`src/rtl/sp_render_bank_pkg.sv`:
```
// Shared PPU sprite package: slot record, scan FSM states, attribute bit
// indices and a small bit-reverse helper used when loading flipped sprites.
package sp_render_bank_pkg;

  // Attribute byte layout
  localparam int ATTR_PAL_LSB = 0;
  localparam int ATTR_PAL_MSB = 1;
  localparam int ATTR_PRIO    = 5;
  localparam int ATTR_HFLIP   = 6;

  // Pattern shifter runs for exactly one tile width
  localparam logic [3:0] SHIFT_MAX = 4'd8;

  typedef enum logic [1:0] {
    ST_LOAD   = 2'd0,
    ST_ACTIVE = 2'd1,
    ST_FLUSH  = 2'd2
  } state_t;

  typedef struct packed {
    logic [7:0] x;
    logic [7:0] attr;
    logic [7:0] lo;
    logic [7:0] hi;
    logic       is_zero;
    logic       loaded;
  } slot_t;

  function automatic logic [7:0] bit_rev8(input logic [7:0] v);
    logic [7:0] r;
    for (int i = 0; i < 8; i++) r[i] = v[7-i];
    return r;
  endfunction

endpackage

```
`src/rtl/sp_slot.sv`:
```
// One sprite slot: X down-counter plus MSB-first pattern shifter.
// Ports:
//   clk, rst_n     clock, async active-low reset
//   clear          drop the slot (end of line)
//   load           store the presented entry into this slot
//   shift          one accepted pixel column in the active line
//   load_*         entry fields (x, attr, lo, hi, is_zero)
//   color          2-bit pixel at the current column (0 = transparent)
//   pal, prio      palette and priority of the stored sprite
//   zero_px        slot holds OAM sprite 0 and its current pixel is opaque
// Config macro: SP_ZERO_HIT_EN (when undefined the is_zero flag is not kept).
module sp_slot
  import sp_render_bank_pkg::*;
(
  input  logic       clk,
  input  logic       rst_n,
  input  logic       clear,
  input  logic       load,
  input  logic       shift,
  input  logic [7:0] load_x,
  input  logic [7:0] load_attr,
  input  logic [7:0] load_lo,
  input  logic [7:0] load_hi,
  input  logic       load_is_zero,
  output logic [1:0] color,
  output logic [1:0] pal,
  output logic       prio,
  output logic       zero_px
);

  slot_t      s;
  logic [3:0] sh_cnt;
  logic       live;
  logic       unused_ok;

  // Pixel comes from the shifter MSBs once the X counter has run out,
  // and only for the first eight columns after that.
  assign live    = s.loaded && (s.x == 8'd0) && (sh_cnt != SHIFT_MAX);
  assign color   = live ? {s.hi[7], s.lo[7]} : 2'b00;
  assign pal     = s.attr[ATTR_PAL_MSB:ATTR_PAL_LSB];
  assign prio    = s.attr[ATTR_PRIO];
  assign zero_px = s.is_zero && (color != 2'b00);

  assign unused_ok = ^{load_is_zero, s.attr[7:6], s.attr[4:2]};

  always_ff @(posedge clk or negedge rst_n) begin
    if (!rst_n) begin
      s      <= '0;
      sh_cnt <= '0;
    end else if (clear) begin
      s      <= '0;
      sh_cnt <= '0;
    end else if (load) begin
      s.x    <= load_x;
      s.attr <= load_attr;
      // Flipped sprites are stored reversed so the shifter is always MSB-first
      s.lo   <= load_attr[ATTR_HFLIP] ? bit_rev8(load_lo) : load_lo;
      s.hi   <= load_attr[ATTR_HFLIP] ? bit_rev8(load_hi) : load_hi;
`ifdef SP_ZERO_HIT_EN
      s.is_zero <= load_is_zero;
`else
      s.is_zero <= 1'b0;
`endif
      s.loaded <= 1'b1;
      sh_cnt   <= '0;
    end else if (shift && s.loaded) begin
      if (s.x != 8'd0) begin
        s.x <= s.x - 8'd1;
      end else if (sh_cnt != SHIFT_MAX) begin
        s.lo   <= {s.lo[6:0], 1'b0};
        s.hi   <= {s.hi[6:0], 1'b0};
        sh_cnt <= sh_cnt + 4'd1;
      end
    end
  end

endmodule

```
`src/rtl/sp_render_bank.sv`:
```
// Scanline sprite render bank: collects up to NUM_SLOTS sprite entries,
// then scans LINE_W columns and emits the winning sprite pixel per column.
// Ports:
//   clk, rst_n                 clock, async active-low reset
//   load_valid/load_ready      slot entry handshake
//   load_x, load_attr          sprite X and attributes ([1:0] pal, [5] prio, [6] hflip)
//   load_lo, load_hi           pattern bitplanes for this row, bit 7 leftmost
//   load_is_zero               entry is OAM sprite 0
//   line_start                 begin scanning column 0
//   pix_en                     advance one column
//   pix_valid                  pixel outputs valid (one cycle after pix_en)
//   sp_color_idx               {palette, color}, 0 = transparent
//   sp_prio, sp_zero           winner priority, sprite-0 opaque flag
//   line_done                  pulse after the last column is output
// Config macro: SP_ZERO_HIT_EN enables sp_zero; otherwise it is tied to 0.
module sp_render_bank
  import sp_render_bank_pkg::*;
#(
  parameter int NUM_SLOTS = 8,
  parameter int LINE_W    = 256
) (
  input  logic       clk,
  input  logic       rst_n,
  input  logic       load_valid,
  output logic       load_ready,
  input  logic [7:0] load_x,
  input  logic [7:0] load_attr,
  input  logic [7:0] load_lo,
  input  logic [7:0] load_hi,
  input  logic       load_is_zero,
  input  logic       line_start,
  input  logic       pix_en,
  output logic       pix_valid,
  output logic [3:0] sp_color_idx,
  output logic       sp_prio,
  output logic       sp_zero,
  output logic       line_done
);

  localparam int FILL_W = $clog2(NUM_SLOTS + 1);
  localparam int COL_W  = $clog2(LINE_W) + 1;

  state_t                     state;
  logic [FILL_W-1:0]          fill;
  logic [COL_W-1:0]           col;
  logic                       load_hs;
  logic                       active_px;
  logic                       last_col;
  logic                       flush;
  logic [NUM_SLOTS-1:0][1:0]  color_vec;
  logic [NUM_SLOTS-1:0][1:0]  pal_vec;
  logic [NUM_SLOTS-1:0]       prio_vec;
  logic [NUM_SLOTS-1:0]       zero_vec;
  logic [3:0]                 win_idx;
  logic                       win_prio;
  logic                       unused_ok;

  assign load_ready = (state == ST_LOAD) && (fill < FILL_W'(NUM_SLOTS));
  assign load_hs    = load_valid && load_ready;
  assign active_px  = (state == ST_ACTIVE) && pix_en;
  assign last_col   = (col == COL_W'(LINE_W - 1));
  assign flush      = (state == ST_FLUSH);
  assign unused_ok  = ^zero_vec;

  for (genvar i = 0; i < NUM_SLOTS; i++) begin : g_slot
    sp_slot u_slot (
      .clk          (clk),
      .rst_n        (rst_n),
      .clear        (flush),
      .load         (load_hs && (fill == FILL_W'(i))),
      .shift        (active_px),
      .load_x       (load_x),
      .load_attr    (load_attr),
      .load_lo      (load_lo),
      .load_hi      (load_hi),
      .load_is_zero (load_is_zero),
      .color        (color_vec[i]),
      .pal          (pal_vec[i]),
      .prio         (prio_vec[i]),
      .zero_px      (zero_vec[i])
    );
  end

  // Lowest opaque slot index wins: scan high to low so the last hit stands.
  always_comb begin
    win_idx  = 4'h0;
    win_prio = 1'b0;
    for (int i = NUM_SLOTS - 1; i >= 0; i--) begin
      if (color_vec[i] != 2'b00) begin
        win_idx  = {pal_vec[i], color_vec[i]};
        win_prio = prio_vec[i];
      end
    end
  end

  // Scan control
  always_ff @(posedge clk or negedge rst_n) begin
    if (!rst_n) begin
      state <= ST_LOAD;
      fill  <= '0;
      col   <= '0;
    end else begin
      case (state)
        ST_LOAD: begin
          if (load_hs) fill <= fill + FILL_W'(1);
          if (line_start) begin
            state <= ST_ACTIVE;
            col   <= '0;
          end
        end
        ST_ACTIVE: begin
          if (pix_en) begin
            col <= col + COL_W'(1);
            if (last_col) state <= ST_FLUSH;
          end
        end
        ST_FLUSH: begin
          state <= ST_LOAD;
          fill  <= '0;
        end
        default: state <= ST_LOAD;
      endcase
    end
  end

  // Output register stage
  always_ff @(posedge clk or negedge rst_n) begin
    if (!rst_n) begin
      pix_valid    <= 1'b0;
      sp_color_idx <= 4'h0;
      sp_prio      <= 1'b0;
      sp_zero      <= 1'b0;
      line_done    <= 1'b0;
    end else begin
      pix_valid <= active_px;
      line_done <= flush;
      if (active_px) begin
        sp_color_idx <= win_idx;
        sp_prio      <= win_prio;
`ifdef SP_ZERO_HIT_EN
        // Sprite-0 hit is never reported on the rightmost column
        sp_zero <= zero_vec[0] && !last_col;
`else
        sp_zero <= 1'b0;
`endif
      end
    end
  end

endmodule

```
`config.mk`:
```
export PLATFORM = sky130hd
export DESIGN_NAME = sp_render_bank
export DESIGN_NICKNAME = d
export VERILOG_FILES = /design/src/rtl/sp_render_bank_pkg.sv /design/src/rtl/sp_slot.sv /design/src/rtl/sp_render_bank.sv
export SDC_FILE = /design/constraint.sdc
export NUM_CORES = 1
export LEC_CHECK = 0
export BUFFER_PORTS_ARGS = -buffer_cell sky130_fd_sc_hd__buf_4
export CAP_MARGIN = 20
export CELL_PAD_IN_SITES_DETAIL_PLACEMENT = 0
export CELL_PAD_IN_SITES_GLOBAL_PLACEMENT = 2
export CORE_ASPECT_RATIO = 0.75
export CORE_MARGIN = 5
export CORE_UTILIZATION = 47
export CTS_BUF_LIST = sky130_fd_sc_hd__clkbuf_8
export CTS_CLUSTER_SIZE = 25
export DETAILED_ROUTE_END_ITERATION = 10
export PLACE_DENSITY_LB_ADDON = 0.1
export SLEW_MARGIN = 15
export SYNTH_ARGS = -nofsm -noshare
export SYNTH_HDL_FRONTEND = slang
export SYNTH_HIERARCHICAL = 1
export SYNTH_SLANG_ARGS = --single-unit
```
`constraint.sdc`:
```
create_clock -name clk -period 5.7 [get_ports clk]
set_input_delay 0.285 -clock clk [delete_from_list [all_inputs] [get_ports clk]]
set_output_delay 0.285 -clock clk [all_outputs]
set_load 0.01 [all_outputs]
```
==> reports/results.tsv, run 1 <==
stage	metric	value	unit
placement	Post-Place Cell Area	0.0178	mm^2
setup_path	crit path from	state[0]$_DFFE_PN0P_	
global_routing	number of global-route vias before repair	13100	
setup_path	worst r2r src	state[0]$_DFFE_PN0P_	
global_routing	global-route wire length before repair	73200	um
cells_and_area	fin util	50.8	%
route	drt wl/cell	20.2	um
power	PD cells	366	mW/mm^2
die	DIE HEIGHT	176	um
cts	clk_lat worst skew	600	ps
route	DR pass1 iterations	5	
global_routing	antenna violations before repair	0	
timing	final worst slack	2550	ps
route	vias	13000	
timing	Slew HR	37.0	%
setup_path	Setup crit end	g_slot[1].u_slot/s[14]$_DFFE_PN0P_	
timing	fin crit period	3150	ps
synthesis	Post-Syn Area per Cell	10.1	um^2
route	drt total wl	45100	um
setup_path	CP Launch Type	register	
die	Initial Util	47.2	%
die	DIE WIDTH	232	um
cells_and_area	Cell Count, Final, Fillers Out	2237	
synthesis	Syn Inst Count	1715	
timing	Final Hold Viols	0	
timing	Clock Skew	22.2	ps
timing	max-slew violation count	0	
route	DR DRC count	0	
min_path	worst hold-check path type	input port to register	
cts	Post-CTS Resized	0	
placement	Inst Count DP	2152	
outcome	outcome	completed	
die	num rows	61	
placement	DP HPWL	28100	um
synthesis	Mapped Area	0.0174	mm^2
cts	number of CTS-inserted buffers	50	
synthesis	syn nets	1791	
route	Initial DRC Count	899	
route	drt via density	5.81	
setup_path	Worst R2R End	g_slot[1].u_slot/s[14]$_DFFE_PN0P_	
global_routing	Total Routing Usage GR	22.0	%
cells_and_area	fraction of layout cells with a size suffix above 1	17.4	%
cts	Worst-path clk slew	60	ps
cts	Root Driver	clkbuf_8	
cts	clk sinks	278	
die	core area	0.0368	mm^2
setup_path	WP data required	6160	ps
cells_and_area	register area	0.00696	mm^2
timing	Final Cycle Share	55.3	%
die	die area	0.0409	mm^2
setup_path	WS Path Type	register to register	
cts	TritonCTS clock tree	done	
timing	setup violators final	0	
placement	GP Congestion	0.792	
die	Boundary Pins	47	
power	VDD IR max	0.195	mV
setup_path	flop2flop setup slack	2550	ps
run	max cap viols	0	
timing	Slew @ Worst Pin	945	ps
timing	setup TNS	0	ps
placement	worst slack at placement	2570	ps
synthesis	Synth Warn #	6	
cts	clock tree buffer depth	3	
timing	Fmax	0.317	GHz
cells_and_area	Nets	1780	
cells_and_area	synth-to-layout area growth	7.72	%
global_routing	GRT overflow	0	
setup_path	CP endpoint kind	register	
cells_and_area	Design Area, Final	0.0187	mm^2
cells_and_area	Multi-input gate area	0.00938	mm^2
timing	Hold Worst Slack	66.0	ps
cells_and_area	filler instances	3494	
setup_path	crit path max fanout	55	
route	post-route ant nets	0	
global_routing	largest net degree at the start of global routing	180	
placement	Port Buffers	40	
setup_path	Arr. time, crit path	3620	ps
power	total power	6.84	mW
power	Leakage Power	8.32	nW
setup_path	reg2reg path depth	8	
timing	RSZ-0062 raised after global routing	no	
cts	CTS H-tree depth	2	
[flip-flops by register name, summed over array words and instances (netlist names)]
signal                flops
line_done                 1
sp_prio                   1
fill                      4
g_slot.u_slot/s         200
pix_valid                 1
g_slot.u_slot/pal        16
sp_color_idx              4
col                       9
g_slot.u_slot/sh_cnt     32
state                     2
g_slot.u_slot/prio        8
[critical path, stage by stage (launching register included)]
cell	delay (ps)
dfrtp_1	540
nor3_4	230
and2_1	330
nor2b_1	220
and2_2	170
buf_4	470
nor2_1	310
nand2_4	340
mux2_2	380
[placed cells by master, fill, tap and decap left out, types with 6 or more instances in the layout]
cell type	count
a221oi_1	8
buf_4	53
a211oi_1	132
a311oi_1	15
and4_1	16
dfrtp_1	278
o31ai_1	16
nand3_1	43
o211ai_1	28
nor2b_1	10
nand4b_1	6
a2111oi_0	9
a21oi_1	34
o21ai_0	47
nor4_1	8
inv_1	111
nand3b_1	13
or3_1	20
nand2b_1	17
a31oi_1	9
and4b_1	10
nor3_1	25
clkbuf_8	56
clkinv_2	7
nor3b_1	9
xor2_1	20
mux2_2	69
or3b_2	8
xnor2_1	19
and2_1	6
nor2_1	219
o21a_1	15
mux2i_1	160
ha_1	38
nand2_1	32
mux2_4	40
[what timing repair did]
action,4_1_cts,5_1_grt
hold buffers,4,0
setup buffers,0,0
hold endpoints to repair,102,0
[routing by layer]
layer | wire, um | track usage, %
met1 | 22800 | 33.0
met2 | 19900 | 33.7
met3 | 1550 | 3.33
met4 | 848 | 5.19
met5 | 0 | 0
[area by class of cell]
class	instances	area share, %
Timing Repair Buffer	61	2.70
Multi-Input combinational cell	1218	50.1
Clock buffer	56	4.12
Tap cell	504	3.37
Antenna cell	1	0.0134
Clock inverter	24	0.549
Sequential cell	278	37.2
Inverter	95	1.91
[power by group]
part           internal [mW]  total [mW]  switching [mW]
Combinational          0.994        2.04            1.04
Sequential              2.54        3.07           0.525
Clock                  0.885        1.74           0.853
[worst min-delay path by stage]
stage	startpoint	endpoint	slack, ps	depth (start not counted)
floorplan	rst_n	col[0]$_DFFE_PN0P_	-10	0
global placement	rst_n	col[3]$_DFFE_PN0P_	420	1
finish	load_attr[5]	g_slot[4].u_slot/prio$_DFFE_PN0P_	70	3
CTS	load_attr[5]	g_slot[4].u_slot/prio$_DFFE_PN0P_	20	3
global route	load_attr[5]	g_slot[6].u_slot/prio$_DFFE_PN0P_	50	3
detailed placement	rst_n	col[3]$_DFFE_PN0P_	410	1
No activity file was read; power rests on OpenSTA's default activity.
==> run 2: changes to the inputs <==
Settings changed: CORE_UTILIZATION 47 to 39.
Clock period 5.7 ns to 2.7 ns, I/O delays scaled along.
==> run 2 against run 1 <==
Against the previous run: via count up 2.5%; global-route usage down 1.2 points; clock skew up 13 ps; total power up 130%; setup slack worse by 2500 ps; combinational power up 130%; non-clock buffer count up 76; largest cell class unchanged; largest power group unchanged.
==> reports/results.tsv, run 2 (synthesis gave the netlist of run 1 again) <==
stage	metric	value	unit
power	Leakage Power	8.82	nW
cells_and_area	Cell Count, Final, Fillers Out	2406	
timing	Final Hold Viols	0	
global_routing	global-route wire length before repair	80600	um
cells_and_area	Nets	1857	
global_routing	grt met2 use	29.7	%
placement	DP HPWL	32800	um
timing	Fmax	0.383	GHz
cells_and_area	fraction of layout cells with a size suffix above 1	20.8	%
setup_path	CP Cell Sequence	inv_1 > ha_1 > or3b_2 > nor2_2 > and4_1 > or2_2 > nand3_1 > a311oi_1 > nor3_1 > o221ai_1	
global_routing	busiest grt layer	met1	
timing	max-slew violation count	0	
global_routing	met1 GRT Util	33.0	%
placement	Inst Count DP	2292	
setup_path	reg2reg path depth	10	
cells_and_area	max reg flops	200	
outcome	outcome	completed	
setup_path	WP buf/inv	1	
setup_path	crit path max fanout	3	
cells_and_area	synth-to-layout area growth	13.9	%
cts	Root Driver	clkbuf_8	
die	num rows	67	
route	drt wl/cell	21.0	um
min_path	worst hold-check path type	input port to register	
setup_path	slowest stage cell on the critical path	or3b_2	
die	Initial Util	39.2	%
route	DR pass1 iterations	5	
route	post-route ant nets	0	
route	drt via density	5.54	
route	Initial DRC Count	867	
global_routing	met3 usage	3.14	%
global_routing	Total Routing Usage GR	20.8	%
cts	TritonCTS clock tree	done	
route	drt total wl	50500	um
cts	CTS H-tree depth	2	
setup_path	top cell family by delay on the critical path	simple AND/OR/NAND/NOR gates	
setup_path	WP data required	3210	ps
setup_path	CP max stage delay	480	ps
placement	Post-Place Cell Area	0.0184	mm^2
cts	Worst-path clk slew	60	ps
setup_path	CP endpoint kind	register	
timing	Slew @ Worst Pin	685	ps
setup_path	WS Path Type	register to register	
die	Boundary Pins	47	
cts	clk_lat worst skew	630	ps
cts	clk sinks	278	
cells_and_area	Top reg by flops	g_slot.u_slot/s	
placement	GP Congestion	0.814	
cts	number of CTS-inserted buffers	51	
power	PD cells	780	mW/mm^2
cts	clock tree buffer depth	3	
global_routing	antenna violations before repair	0	
timing	fin crit period	2610	ps
global_routing	number of global-route vias before repair	13300	
route	DR DRC count	0	
timing	setup violators final	0	
setup_path	CP Launch Type	register	
timing	setup TNS	0	ps
timing	Clock Skew	35.6	ps
cells_and_area	Design Area, Final	0.0198	mm^2
cells_and_area	most frequent cells in the layout	dfrtp_1 (278), nor2_1 (215), mux2i_1 (160)	
die	DIE HEIGHT	193	um
die	DIE WIDTH	254	um
route	vias	13300	
die	core area	0.0443	mm^2
timing	Final Cycle Share	96.7	%
die	die area	0.0489	mm^2
cells_and_area	commonest non-fill, non-tap cell in the layout	dfrtp_1	
global_routing	GRT overflow	0	
min_path	Hold Path Depth	3	
placement	Port Buffers	40	
setup_path	Arr. time, crit path	3120	ps
global_routing	largest net degree at the start of global routing	72	
cells_and_area	# diodes	0	
setup_path	CP Depth	10	
timing	Slew HR	54.2	%
run	max cap viols	0	
power	VDD IR max	0.420	mV
[run 2: routing by layer]
metal	routed length, um	vias up
li1	-	6446
met1	27100	6607
met2	20600	205
met3	1890	61
met4	927	0
met5	0	-
[run 2: where the power goes]
group / total [mW] / switching [mW] / internal (mW) / leakage, nW
logic: 4.63 / 2.36 / 2.26 / 4.53
registers: 6.52 / 1.15 / 5.37 / 3.68
clock network: 4.29 / 1.94 / 2.34 / 0.616
[run 2: stage by stage]
step	power, mW	setup slack, ps	hold WS (ps)	utilization, %
after global routing	16.6	-0.315	106	44.6
after global placement	11.0	87.3	190	41.6
after floorplan	9.87	133	-161	-
final	15.4	89.0	113	44.6
after detailed placement	11.1	54.8	187	41.6
after CTS	15.6	42.8	45.1	44.5
[run 2: worst reg2reg max path, stage by stage, from the launching register on]
cell and delay (ps):
dfrtp_1 400, inv_1 120, ha_1 200, or3b_2 480, nor2_2 150, and4_1 260, or2_2 150, nand3_1 80
a311oi_1 350, nor3_1 110, o221ai_1 200
[run 2: path summary, 6_finish.rpt]
| path | from | endpoint | slack, ps |
|---|---|---|---|
| worst min-delay path | load_attr[6] | g_slot[3].u_slot/s[10]$_DFFE_PN0P_ | 110 |
| worst max register to register | g_slot[7].u_slot/s[26]$_DFFE_PN0P_ | sp_color_idx[2]$_DFFE_PN0P_ | 90 |
| worst max-delay path | g_slot[7].u_slot/s[26]$_DFFE_PN0P_ | sp_color_idx[2]$_DFFE_PN0P_ | 90 |
| min in group asynchronous | rst_n | g_slot[7].u_slot/s[31]$_DFFE_PN0P_ | 120 |
| max in group asynchronous | rst_n | g_slot[2].u_slot/s[15]$_DFFE_PN0P_ | 1790 |
| worst min register to register | g_slot[0].u_slot/s[7]$_DFFE_PN0P_ | g_slot[0].u_slot/s[7]$_DFFE_PN0P_ | 490 |
[run 2: area by class of cell]
| cell class | instances | area, um^2 |
|---|---|---|
| clock buffers | 68 | 936 |
| flip-flops and latches | 278 | 6960 |
| inverters | 95 | 357 |
| clock inverters | 24 | 140 |
| repair buffers | 137 | 1240 |
| multi-input cells | 1218 | 9410 |
| well taps | 586 | 733 |
| fillers | 4238 | 24600 |
[run 2: what timing repair did]
action / in CTS / in global routing
endpoints found under the setup margin: 0 / 7
hold endpoints to repair: 217 / 0
resized for setup: 0 / 13
hold buffers: 22 / 0
setup buffers: 0 / 0
==> run 3: changes to the inputs <==
--- a/config.mk
+++ b/config.mk
@@ -6,4 +6,5 @@
 export NUM_CORES = 1
 export LEC_CHECK = 0
+export ABC_AREA = 1
 export BUFFER_PORTS_ARGS = -buffer_cell sky130_fd_sc_hd__buf_4
 export CAP_MARGIN = 20
@@ -12,5 +13,5 @@
 export CORE_ASPECT_RATIO = 0.75
 export CORE_MARGIN = 5
-export CORE_UTILIZATION = 39
+export CORE_UTILIZATION = 35
 export CTS_BUF_LIST = sky130_fd_sc_hd__clkbuf_8
 export CTS_CLUSTER_SIZE = 25
==> constraint.sdc (replaced) <==
create_clock -name clk -period 2.7 [get_ports clk]
set_input_delay 0.405 -clock clk [delete_from_list [all_inputs] [get_ports clk]]
set_output_delay 0.405 -clock clk [all_outputs]
set_load 0.01 [all_outputs]
==> run 3 against run 2 <==
Against the previous run: sequential power up 5.1%; register-to-register slack better by 160 ps; largest cell class unchanged; largest power group unchanged; clock skew down 13 ps.
==> reports/results.tsv, run 3 <==
stage	metric	value	unit
setup_path	WP buf/inv	4	
setup_path	CP Cell Sequence	inv_2 > nand2_1 > nor2_1 > nand2_2 > inv_1 > nand2_1 > nor2_2 > nand2_1 > inv_1 > buf_4 > o21ai_0 > o21ai_0 > nand2_1 > o21ai_2	
setup_path	Setup crit end	g_slot[3].u_slot/s[17]$_DFFE_PN0P_	
setup_path	crit path max fanout	22	
die	die area	0.0547	mm^2
global_routing	number of global-route vias before repair	15200	
power	switch share	39.4	%
min_path	worst hold-check path type	input port to register	
die	Boundary Pins	47	
power	Clk pwr share	24.5	%
timing	Final Cycle Share	90.8	%
cells_and_area	Top reg by flops	g_slot.u_slot/s	
setup_path	top cell family by delay on the critical path	simple AND/OR/NAND/NOR gates	
setup_path	Worst R2R End	g_slot[3].u_slot/s[17]$_DFFE_PN0P_	
route	drt wl/cell	18.9	um
route	vias	15900	
placement	DP HPWL	36200	um
setup_path	WS Path Type	register to register	
die	DIE WIDTH	268	um
cts	clk sinks	278	
cts	clk_lat worst skew	640	ps
setup_path	CP Depth	14	
timing	fin crit period	2450	ps
global_routing	GRT overflow	0	
power	Leakage Power	9.36	nW
cells_and_area	synth-to-layout area growth	10.5	%
setup_path	most frequent CP cell	nand2_1	
setup_path	CP Launch Type	register	
route	DR pass1 iterations	7	
synthesis	Post-Syn Area per Cell	7.43	um^2
placement	Port Buffers	40	
synthesis	Syn Inst Count	2358	
synthesis	Mapped Area	0.0175	mm^2
cts	number of CTS-inserted buffers	51	
setup_path	WP data required	3250	ps
global_routing	global-route wire length before repair	91300	um
power	combinational share of power	35.8	%
placement	GP Congestion	0.807	
cts	Worst-path clk slew	60	ps
die	core area	0.0498	mm^2
synthesis	syn nets	2434	
setup_path	CP endpoint kind	register	
cts	Root Driver	clkbuf_8	
route	DR DRC count	0	
timing	max-slew violation count	0	
power	Int Pwr	10.5	mW
timing	Hold Worst Slack	126	ps
timing	Fmax	0.408	GHz
route	drt total wl	58200	um
setup_path	Arr. time, crit path	3000	ps
cells_and_area	fraction of layout cells with a size suffix above 1	13.0	%
cts	CTS H-tree depth	2	
power	Net Switching	6.80	mW
timing	Slew HR	26.9	%
cts	clock tree buffer depth	3	
min_path	Hold Path Depth	2	
setup_path	reg2reg path depth	14	
timing	Final Hold Viols	0	
setup_path	CP max stage delay	370	ps
timing	Clock Skew	23.0	ps
die	num rows	71	
cells_and_area	Nets	2459	
global_routing	Total Routing Usage GR	21.3	%
cells_and_area	max reg flops	200	
global_routing	largest net degree at the start of global routing	63	
synthesis	Synth Warn #	6	
cells_and_area	commonest non-fill, non-tap cell in the layout	nand2_1	
global_routing	antenna violations before repair	4	
die	DIE HEIGHT	204	um
power	PD cells	893	mW/mm^2
timing	RSZ-0062 raised after global routing	no	
power	total power	17.3	mW
route	post-route ant nets	0	
cts	TritonCTS clock tree	done	
route	drt via density	5.15	
outcome	outcome	completed	
setup_path	flop2flop setup slack	250	ps
cells_and_area	most frequent cells in the layout	nand2_1 (583), nor2_1 (287), dfrtp_1 (278)	
timing	setup violators final	0	
setup_path	slowest stage cell on the critical path	dfrtp_1	
power	Seq pwr share	39.6	%
route	Initial DRC Count	1235	
setup_path	worst r2r src	state[1]$_DFFE_PN0P_	
timing	Slew @ Worst Pin	1090	ps
run	max cap viols	0	
setup_path	crit path from	state[1]$_DFFE_PN0P_	
die	Initial Util	35.1	%
power	VDD IR max	0.308	mV
==> run 3: changes by cell type in the layout (fill, tap and decap cells not counted), moves of 29 or more <==
cell,previous run,this run
o21ai_0,44,255
inv_1,111,195
o21ai_2,1,32
mux2i_1,160,0
nor2_1,215,287
mux2_4,40,0
nor2_4,1,30
a211oi_1,132,0
mux2_2,69,0
o22ai_1,1,44
nand3_1,43,230
nand2_1,32,583
==> run 3: how the worst min path moves through the flow <==
stage               slack [ps]                            endpoint    startpoint
floorplan                  110                  col[0]$_DFFE_PN0P_         rst_n
global placement           410  g_slot[7].u_slot/s[31]$_DFFE_PN0P_         rst_n
detailed placement         410  g_slot[7].u_slot/s[33]$_DFFE_PN0P_         rst_n
CTS                         70   g_slot[1].u_slot/prio$_DFFE_PN0P_  load_attr[5]
global route                80   g_slot[1].u_slot/prio$_DFFE_PN0P_  load_attr[5]
finish                     130   g_slot[4].u_slot/prio$_DFFE_PN0P_  load_attr[5]
==> run 3: metal layers <==
metal	vias up	part of all wire [%]	track usage [%]
met5	-	0	0
met4	0	2.8	6.03
met3	93	6.2	3.92
met2	412	41	30.4
met1	7583	50	32.7
li1	7784	-	-
==> run 3: through the flow <==
step                setup WS [ps]  area [um^2]  cells  util (%)  TNS (ps)
CTS                          7.33        19300   3075      38.7         0
finish                        248        19400   3079      38.8         0
global route                0.623        19400   3077      38.8         0
detailed placement          -27.0        18200   2983      36.6     -59.4
floorplan                     306        17500   2358         -         0
global placement            -6.34        18200   2983      36.6     -6.34
==> run 3: power by group through the flow <==
stage                     combinational (mW)  sequential, mW  clock [mW]
after CTS                               6.19            6.84        4.42
after detailed placement                6.16            6.89           0
after global placement                  6.06            6.87           0
after floorplan                         5.03            6.63           0
after global routing                    7.15            7.04        4.60
final                                   6.19            6.85        4.24
==> run 3: worst reg2reg max path: stages (launching register included) <==
cell and delay, ps:
dfrtp_1 370, inv_2 110, nand2_1 70, nor2_1 170
nand2_2 180, inv_1 110, nand2_1 100, nor2_2 270
nand2_1 90, inv_1 50, buf_4 270, o21ai_0 140
o21ai_0 200, nand2_1 160, o21ai_2 90
==> run 3: layout make-up <==
class	count	area, um^2
diodes	2	5.00
clock buffers	66	908
clock inverters	24	128
fillers	5217	30500
inverters	192	723
multi-input cells	1768	8980
flip-flops and latches	278	6960
well taps	657	822
repair buffers	92	830
==> run 3: what timing repair did <==
item,CTS,global route
hold endpoints to repair,55,0
hold buffers,1,0
gates resized for setup,0,16
setup buffers,0,1
pin swaps,1,3
cloned,1,1
setup endpoints to repair,4,91
